## src/rtl/spi_pkg.sv

```systemverilog
// Shared definitions for the SPI master transfer sequencer: FSM encoding,
// spi_mode constants and the "active" qualification.
package spi_pkg;

  localparam logic [2:0] ST_IDLE  = 3'd0;
  localparam logic [2:0] ST_SETUP = 3'd1;
  localparam logic [2:0] ST_XFER  = 3'd2;
  localparam logic [2:0] ST_HOLD  = 3'd3;
  localparam logic [2:0] ST_DONE  = 3'd4;

  localparam logic [1:0] SPI_RUN  = 2'b00;
  localparam logic [1:0] SPI_WAIT = 2'b01;
  localparam logic [1:0] SPI_STOP = 2'b10;

  // A transfer may start in run mode as an enabled master, or in wait mode
  // when the core is not configured to freeze.
  function automatic logic is_active(input logic [1:0] mode, input logic spe,
                                     input logic mstr, input logic spiswai);
    return (spe && mstr && (mode == SPI_RUN)) || ((mode == SPI_WAIT) && !spiswai);
  endfunction

endpackage

```

## src/rtl/spi_xfer_sequencer_if.sv

```systemverilog
// Signal bundle between the sequencer and its surroundings (APB register
// block, baud rate generator, shift register).
interface spi_xfer_sequencer_if;
  import spi_pkg::*;

  logic [1:0] spi_mode;
  logic       spiswai;
  logic       spe;
  logic       mstr;
  logic       cpha;
  logic       send_data;
  logic       sample_tick;
  logic       shift_tick;
  logic       ss;
  logic       sclk_en;
  logic       tx_load;
  logic       tx_shift;
  logic       rx_sample;
  logic       receive_data;
  logic       abort;
  logic       busy;
  logic [3:0] bit_cnt;

  modport master (
    input  spi_mode, spiswai, spe, mstr, cpha, send_data, sample_tick, shift_tick,
    output ss, sclk_en, tx_load, tx_shift, rx_sample, receive_data, abort, busy, bit_cnt
  );

  modport slave (
    output spi_mode, spiswai, spe, mstr, cpha, send_data, sample_tick, shift_tick,
    input  ss, sclk_en, tx_load, tx_shift, rx_sample, receive_data, abort, busy, bit_cnt
  );

endinterface

```

## src/rtl/spi_guard_timer.sv

```systemverilog
// Loadable down-counter with zero flag and hold; times the slave-select
// setup and hold dwell around the SCLK burst.
module spi_guard_timer #(
  parameter int W = 4
) (
  input  logic         clk,
  input  logic         rst,
  input  logic         load,
  input  logic [W-1:0] load_val,
  input  logic         hold,
  output logic         zero
);

  logic [W-1:0] cnt_reg;

  always_ff @(posedge clk or posedge rst) begin
    if (rst) begin
      cnt_reg <= '0;
    end else if (load) begin
      cnt_reg <= load_val;
    end else if (!hold && (cnt_reg != '0)) begin
      cnt_reg <= cnt_reg - 1'b1;
    end
  end

  assign zero = (cnt_reg == '0);

endmodule

```

## src/rtl/spi_xfer_sequencer.sv

```systemverilog
// Frames one DATA_W-bit SPI transfer: slave select, SCLK enable, and the
// load/shift/sample strobes derived from the baud generator ticks.
module spi_xfer_sequencer
  import spi_pkg::*;
#(
  parameter int DATA_W    = 8,
  parameter int GUARD_CYC = 2
) (
  input  logic                 PCLK,
  input  logic                 PRESET,
  spi_xfer_sequencer_if.master bus
);

  localparam logic [3:0] BITS       = 4'(DATA_W);
  localparam logic [3:0] LAST_BIT   = 4'(DATA_W - 1);
  localparam logic [3:0] GUARD_LOAD = 4'(GUARD_CYC - 1);

  logic [2:0] state_reg, state_next;
  logic [3:0] bit_cnt_reg;
  logic       tx_load_reg;
  logic       abort_reg;
  logic       first_shift_reg;

  logic freeze, busy, abort_cond, in_xfer, start, last_bit, guard_zero;

  assign freeze     = (bus.spi_mode == SPI_WAIT) && bus.spiswai;
  assign busy       = (state_reg != ST_IDLE);
  assign abort_cond = busy && !freeze && (!bus.spe || !bus.mstr || bus.spi_mode[1]);
  assign in_xfer    = (state_reg == ST_XFER) && !freeze;
  assign start      = (state_reg == ST_IDLE) && bus.send_data &&
                      is_active(bus.spi_mode, bus.spe, bus.mstr, bus.spiswai);
  assign last_bit   = bus.rx_sample && (bit_cnt_reg == LAST_BIT);

  // The timer is loaded with GUARD_CYC-1 so SETUP and HOLD each last GUARD_CYC cycles.
  spi_guard_timer #(.W(4)) u_guard (
    .clk      (PCLK),
    .rst      (PRESET),
    .load     (start || last_bit),
    .load_val (GUARD_LOAD),
    .hold     (freeze),
    .zero     (guard_zero)
  );

  always_comb begin
    state_next = state_reg;
    if (abort_cond) begin
      state_next = ST_IDLE;
    end else begin
      case (state_reg)
        ST_IDLE:  if (start) state_next = ST_SETUP;
        ST_SETUP: if (!freeze && guard_zero) state_next = ST_XFER;
        ST_XFER:  if (last_bit) state_next = ST_HOLD;
        ST_HOLD:  if (!freeze && guard_zero) state_next = ST_DONE;
        ST_DONE:  state_next = ST_IDLE;
        default:  state_next = ST_IDLE;
      endcase
    end
  end

  always_ff @(posedge PCLK or posedge PRESET) begin
    if (PRESET) begin
      state_reg       <= ST_IDLE;
      bit_cnt_reg     <= '0;
      tx_load_reg     <= 1'b0;
      abort_reg       <= 1'b0;
      first_shift_reg <= 1'b0;
    end else begin
      state_reg   <= state_next;
      tx_load_reg <= start;
      abort_reg   <= abort_cond;
      if (start) begin
        bit_cnt_reg <= '0;
      end else if (bus.rx_sample && (bit_cnt_reg < BITS)) begin
        bit_cnt_reg <= bit_cnt_reg + 1'b1;
      end
      // With cpha=1 the first shift edge only launches the pre-loaded bit.
      if (start) begin
        first_shift_reg <= 1'b1;
      end else if (in_xfer && bus.shift_tick) begin
        first_shift_reg <= 1'b0;
      end
    end
  end

  assign bus.ss           = !((state_reg == ST_SETUP) || (state_reg == ST_XFER) ||
                              (state_reg == ST_HOLD));
  assign bus.busy         = busy;
  assign bus.sclk_en      = in_xfer;
  assign bus.tx_load      = tx_load_reg;
  assign bus.rx_sample    = in_xfer && bus.sample_tick;
  assign bus.tx_shift     = in_xfer && bus.shift_tick && !(bus.cpha && first_shift_reg);
  assign bus.receive_data = (state_reg == ST_DONE) && !abort_cond;
  assign bus.abort        = abort_reg;
  assign bus.bit_cnt      = bit_cnt_reg;

endmodule

```

## src/flat_wrapper.sv

```systemverilog
// flat-port wrapper written by rule: the top's interface ports become plain ports
module spi_xfer_sequencer_flat import spi_pkg::*;
#(
  parameter int DATA_W    = 8,
  parameter int GUARD_CYC = 2
)
  (PCLK, PRESET, bus_spi_mode, bus_spiswai, bus_spe, bus_mstr, bus_cpha, bus_send_data, bus_sample_tick, bus_shift_tick, bus_ss, bus_sclk_en, bus_tx_load, bus_tx_shift, bus_rx_sample, bus_receive_data, bus_abort, bus_busy, bus_bit_cnt);
  spi_xfer_sequencer_if bus_i ();
  input  logic PCLK;
  input  logic PRESET;
  input wire logic [$bits(bus_i.spi_mode)-1:0] bus_spi_mode;
  input wire logic [$bits(bus_i.spiswai)-1:0] bus_spiswai;
  input wire logic [$bits(bus_i.spe)-1:0] bus_spe;
  input wire logic [$bits(bus_i.mstr)-1:0] bus_mstr;
  input wire logic [$bits(bus_i.cpha)-1:0] bus_cpha;
  input wire logic [$bits(bus_i.send_data)-1:0] bus_send_data;
  input wire logic [$bits(bus_i.sample_tick)-1:0] bus_sample_tick;
  input wire logic [$bits(bus_i.shift_tick)-1:0] bus_shift_tick;
  output wire logic [$bits(bus_i.ss)-1:0] bus_ss;
  output wire logic [$bits(bus_i.sclk_en)-1:0] bus_sclk_en;
  output wire logic [$bits(bus_i.tx_load)-1:0] bus_tx_load;
  output wire logic [$bits(bus_i.tx_shift)-1:0] bus_tx_shift;
  output wire logic [$bits(bus_i.rx_sample)-1:0] bus_rx_sample;
  output wire logic [$bits(bus_i.receive_data)-1:0] bus_receive_data;
  output wire logic [$bits(bus_i.abort)-1:0] bus_abort;
  output wire logic [$bits(bus_i.busy)-1:0] bus_busy;
  output wire logic [$bits(bus_i.bit_cnt)-1:0] bus_bit_cnt;
  assign bus_i.spi_mode = bus_spi_mode;
  assign bus_i.spiswai = bus_spiswai;
  assign bus_i.spe = bus_spe;
  assign bus_i.mstr = bus_mstr;
  assign bus_i.cpha = bus_cpha;
  assign bus_i.send_data = bus_send_data;
  assign bus_i.sample_tick = bus_sample_tick;
  assign bus_i.shift_tick = bus_shift_tick;
  assign bus_ss = bus_i.ss;
  assign bus_sclk_en = bus_i.sclk_en;
  assign bus_tx_load = bus_i.tx_load;
  assign bus_tx_shift = bus_i.tx_shift;
  assign bus_rx_sample = bus_i.rx_sample;
  assign bus_receive_data = bus_i.receive_data;
  assign bus_abort = bus_i.abort;
  assign bus_busy = bus_i.busy;
  assign bus_bit_cnt = bus_i.bit_cnt;
  spi_xfer_sequencer #(.DATA_W(DATA_W), .GUARD_CYC(GUARD_CYC)) u_core (.PCLK(PCLK), .PRESET(PRESET), .bus(bus_i));
endmodule
```

## config.mk

```make
export PLATFORM = sky130hd
export DESIGN_NAME = spi_xfer_sequencer_flat
export DESIGN_NICKNAME = d
export VERILOG_FILES = /design/src/rtl/spi_pkg.sv /design/src/rtl/spi_xfer_sequencer_if.sv /design/src/rtl/spi_guard_timer.sv /design/src/rtl/spi_xfer_sequencer.sv /design/src/flat_wrapper.sv
export SDC_FILE = /design/constraint.sdc
export NUM_CORES = 1
export LEC_CHECK = 0
export CAP_MARGIN = 20
export CORE_MARGIN = 2
export CORE_UTILIZATION = 44
export CTS_CLUSTER_DIAMETER = 50
export DETAILED_ROUTE_END_ITERATION = 8
export PLACE_DENSITY = 0.81
export RECOVER_POWER = 50
export SLEW_MARGIN = 20
export SYNTH_ARGS = -nofsm -noshare
export SYNTH_HDL_FRONTEND = slang
export SYNTH_HIERARCHICAL = 1
export SYNTH_SLANG_ARGS = --single-unit
```

## constraint.sdc

```tcl
create_clock -name PCLK -period 2.2 [get_ports PCLK]
set_input_delay 0.44 -clock PCLK [delete_from_list [all_inputs] [get_ports PCLK]]
set_output_delay 0.44 -clock PCLK [all_outputs]
set_load 0.005 [all_outputs]
```

# After elaboration in Yosys (flattened, before gate mapping)
# Cells that the tools add are included.
# word_totals
register_bits	14
wordCells	71
input_bits	11
# op_classes
n_eq_ne	10
n_mux	12
addsub	2
magnitude_cmp	1
reduce_logical	40
# ops
operator	n
$logic_and A1 B1 Y1	18
$mux W4	4
$mux W3	5
$ne A3 B1 Y1 const B	4
$pmux W3 S4	1
$logic_not A1 Y1	7
$eq A3 B2 Y1 const B	2
$logic_or A1 B1 Y1	6
$reduce_bool A2 Y1	3
$add A4 B1 Y4 const B	1
$eq A4 B3 Y1 const B	1
$logic_not A4 Y1	1
$lt A4 B4 Y1 const B	1
$reduce_and A4 Y1	1
$reduce_bool A4 Y1	1
$sub A4 B1 Y4 const B	1
$eq A3 B1 Y1 const B	1
$eq A3 B3 Y1 const B	1
$logic_not A3 Y1	1
$reduce_bool A3 Y1	1
$eq A2 B1 Y1 const B	1
$logic_not A2 Y1	1
$mux W1	2

# Longest topological paths before layout
# logic_depth
ltp_word	9
mapped_depth	7
depth_no_buf	7

# Modules after synthesis
# Netlist, hierarchy kept.
# by_module_without_submodules
module	seq_area_each_um2	area_each_um2	instances	cells_each
spi_xfer_sequencer	250.2	665.6	1	69
spi_guard_timer	100.1	254.0	1	27

# Worst setup path after synthesis
# No wires, ideal clock.
# synth_path
kind	register to register
start	reg u_core.state_reg[0]
end	reg u_core.u_guard.cnt_reg[1]
arrival_ns	1.903
t_required_ns	2.077
path_slack_ns	0.175
path_stages_with_launch	7
synth_period_minus_slack_ns	2.025
path_buffers	1
path_cell_list	dfrtp_1 -> buf_6 -> or3_4 -> a2111oi_4 -> a31o_1 -> inv_1 -> o221a_2
# synth_between
elab_cells_between_ends	10
# synth_rtl
element	line	text
start: declaration	spi_xfer_sequencer.sv:18	logic [2:0] state_reg, state_next;
start signal: assignment	spi_xfer_sequencer.sv:68	state_reg <= state_next;
$logic_not A3 Y1 *	spi_xfer_sequencer.sv:30	assign start = (state_reg == ST_IDLE) && bus.send_data &&
$logic_and A1 B1 Y1 * (2 in a row)	spi_xfer_sequencer.sv:30	
via u_core.start	spi_xfer_sequencer.sv:24	logic freeze, busy, abort_cond, in_xfer, start, last_bit, guard_zero;
$logic_or A1 B1 Y1 *	spi_xfer_sequencer.sv:38	.load (start || last_bit),
$mux W4 or $reduce_bool A2 Y1 (tied branches)	--	
end signal: assignment	spi_guard_timer.sv:20	cnt_reg <= load_val;
end signal: assignment	spi_guard_timer.sv:22	cnt_reg <= cnt_reg - 1'b1;
end: declaration	spi_guard_timer.sv:14	logic [W-1:0] cnt_reg;
# Mark *: on every way through the listed nets, which the timed path passes. The rest lies on a longest branch.
# A chain may end at the register's enable or synchronous reset.

# Final worst setup path
# layout_path
start	reg u_core.state_reg[2]
end	reg u_core.u_guard.cnt_reg[3]
# The elaborated chain is that of the path after synthesis.

==> reports/results.txt <==
status - finished, final reports clean
switching power as a share of total power - 31.73%
maximum VDD drop - 0.0004021 V
proportion of netlist area held by the largest area contributor - 38.10%
Pwr Density - 601.0 nW/um^2
crit path kind - reg2reg
number of enable flip-flop cells after synthesis - 0
count of input and output buffers - 22
total I/O pin count - 23
final RePlAce weighted congestion - 0.8398
via count of the first global-routing pass - 917
NumNets Final - 157
Synth top cells by count - dfrtp_1, inv_1, a21oi_1
total power after layout - 0.8167 mW
post-synth design cell area - 919.6 um^2
antenna violations before repair - 0
most used flip-flop cell after synthesis - dfrtp_1
Via Count - 957
Final Hold Violating Endpoints - 0
wire length of the first global-routing pass - 4036 um
final slew viol count - 0
worst skew pair latency - 0.28 ns
Synth area leaders - dfrtp_1, inv_1, a21oi_1
Setup Skew - 0.002126 ns
row count - 16
Leak - 0.6445 nW
Arrival @ worst endpoint - 2.24 ns
Final period util - 94.37%
area of the core - 1962 um^2
endpoint type of the worst setup path - flop
hold-fix buffers at CTS - 0
cell at the root of the clock tree - clkbuf_4
total overflow reported by the global router - 0
effective utilization at floorplan - 46.87%
total routing usage reported by global routing - 20.86%
Final setup violation count - 0
H-tree levels - 1
post-DR vias/cell - 5.629
Final Non-Filler Cells - 170
combinational fraction of design power - 34.6%
type of the most critical hold path - in2async
routed wirelength normalized by instance count - 14.31 um
DP Cell Count - 163
Post-Route WL - 2433 um
worst-case reg-to-reg path depth - 6
Clock Power Share - 23.2%
register bit total from synthesis - 14
clock tree from TritonCTS - done
worst path bufs/invs - 1
Setup crit start kind - flop
time the worst path needs with I/O delays and setup - 2.076 ns
clock net sink count - 14
relative area change from synthesis to final layout - 47.75%
worst reg2reg startpoint - u_core/state_reg[2]
count leader, synth - dfrtp_1
cell-internal power - 0.5575 mW
Critical Path RT - 2.37 ns
simple logic cell fraction of the synthesized area - 25.99%
maximum fanout count along the critical path - 8
RR Endpoint - u_core/u_guard/cnt_reg[3]
clock-pin slew of the registers on the worst-case setup and hold paths - 0.09 ns
NetSw - 0.2591 mW
Die Wd - 49.72 um
total of max-cap violations - 0
sequential cell fraction of total power - 42.3%
highest clock frequency the design can meet - 481.6 MHz
buffer depth of the longest clock path - 2
slowest library cell on the worst path - or3_4
reg-to-reg slack, setup - 0.12 ns
Die Ht - 49.72 um
clock buffer count from CTS - 3
fin worst setup slack - 0.1238 ns
Setup Slack @ Placement - -0.2159 ns
pin count of the biggest net entering global routing - 11
largest family of logic cells by synthesized area - compound AO/OA/AOI/OAI gates
fraction of layout cells with a size suffix above 1 - 26.57%
RSZ-0062 raised after global routing - no
YS warnings - 6
gate family responsible for the most delay along the worst path - compound AO/OA/AOI/OAI gates
sequential cell area fraction in the yosys report - 38.10%
fraction of synthesis flops using an asynchronous set or reset pin - 100.0%
Residual DRC - 0
DRT iter0 DRCs - 19
Compound-Gate Fraction of Synth Area - 26.12%
sequence of cells on the critical path - buf_4 -> or3_4 -> a2111oi_4 -> a31o_1 -> nor3_1 -> a221o_1
half-perimeter wire length after placement - 1824 um
multiplexer area fraction after synthesis - 0%
syn_area_per_cell - 9.580 um^2
highest cell delay on the worst timing path - 0.41 ns
Synth Instances - 96
Diodes inserted - 0
Yosys cell types - 47
fraction of synthesized cell area in xor and xnor cells - 0%
cell taking the most area after synthesis - dfrtp_1
first-pass iteration count of the detailed router - 4
count of nets left with antenna violations after detail routing - 0
post-synthesis share of cell area spent on full adders, half adders and majority gates - 2.721%
die area - 2472 um^2
routing by layer:
layer  global-route usage, %  share of wire, %  up-vias
met4                   4.167              0.33        0
met5                       0                 0        -
met3                   3.030               4.0        2
li1                        -                 -      456
met1                   25.77                42      471
met2                   38.22                54       28
final cells by class:
type / instances / area, um^2
inverter: 11 / 41.29
sequential: 14 / 350.3
tap: 27 / 33.78
fill: 171 / 603.1
clock buffer: 4 / 36.28
timing repair buffer: 43 / 364.1
multi-input combinational: 71 / 533.0
power groups by stage:
stage	Combinational (mW)	Sequential [mW]	Clock (mW)
final	0.282	0.345	0.189
after detailed placement	0.283	0.350	0
after global routing	0.317	0.355	0.208
after CTS	0.285	0.344	0.193
after floorplan	0.192	0.340	0
after global placement	0.269	0.347	0
timing repair:
item | 4_1_cts | 5_1_grt
setup endpoints to repair | 4 | 2
resized for setup | 10 | 3
endpoints found under the hold margin | 0 | 0
buffers inserted | 3 | 0
pin swaps | 3 | 0
gates cloned | 0 | 0
logic make-up after synthesis:
kind of cell,after synthesis
AO/OA/AOI/OAI,30
buffers and inverters,13
AND/OR/NAND/NOR,35
adder cells (fa/ha/maj),2
other,2
flip-flops,14
worst max-delay path by stage:
| stage | from | endpoint | slack [ns] | depth (start not counted) |
|---|---|---|---|---|
| 3_5_place_dp | bus_spi_mode[0] | bus_tx_shift | -0.22 | 6 |
| 3_3_place_gp | bus_spi_mode[0] | bus_tx_shift | -0.18 | 6 |
| 6_report | u_core/state_reg[2] | u_core/u_guard/cnt_reg[3] | 0.12 | 6 |
| 2_1_floorplan | u_core/state_reg[0] | u_core/u_guard/cnt_reg[1] | 0.17 | 6 |
| 5_1_grt | u_core/state_reg[2] | u_core/u_guard/cnt_reg[3] | 0.03 | 6 |
| 4_1_cts | bus_spi_mode[1] | bus_tx_shift | 0.02 | 7 |
cells in the final DEF, fill, tap and decap left out, drive strengths merged, types with 4 or more instances in the layout:
| master | count |
|---|---|
| a21oi | 8 |
| a31o | 4 |
| buf | 20 |
| clkbuf | 6 |
| clkdlybuf4s50 | 9 |
| conb | 4 |
| dfrtp | 14 |
| dlygate4sd2 | 6 |
| dlygate4sd3 | 5 |
| inv | 11 |
| nor2 | 6 |
worst register-to-register path: cells and delay by family, from the launching register on:
kind                   cells  cell delay [ns]
AOI/OAI and AO/OA          3             0.93
buffers and inverters      1             0.17
and+or+nand+nor            2             0.47
DFF                        1             0.39
stage by stage:
step	util, %	area (um^2)	TNS, ns	hold slack [ns]
detailed placement	66.26	1300	-1.033	0.4794
global route	69.26	1359	0	0.5157
finish	69.26	1359	0	0.4997
global placement	66.26	1300	-0.7235	0.4740
CTS	69.52	1364	0	0.3795
floorplan	-	927.1	0	0.2061
(Power assumes the default switching activity.)
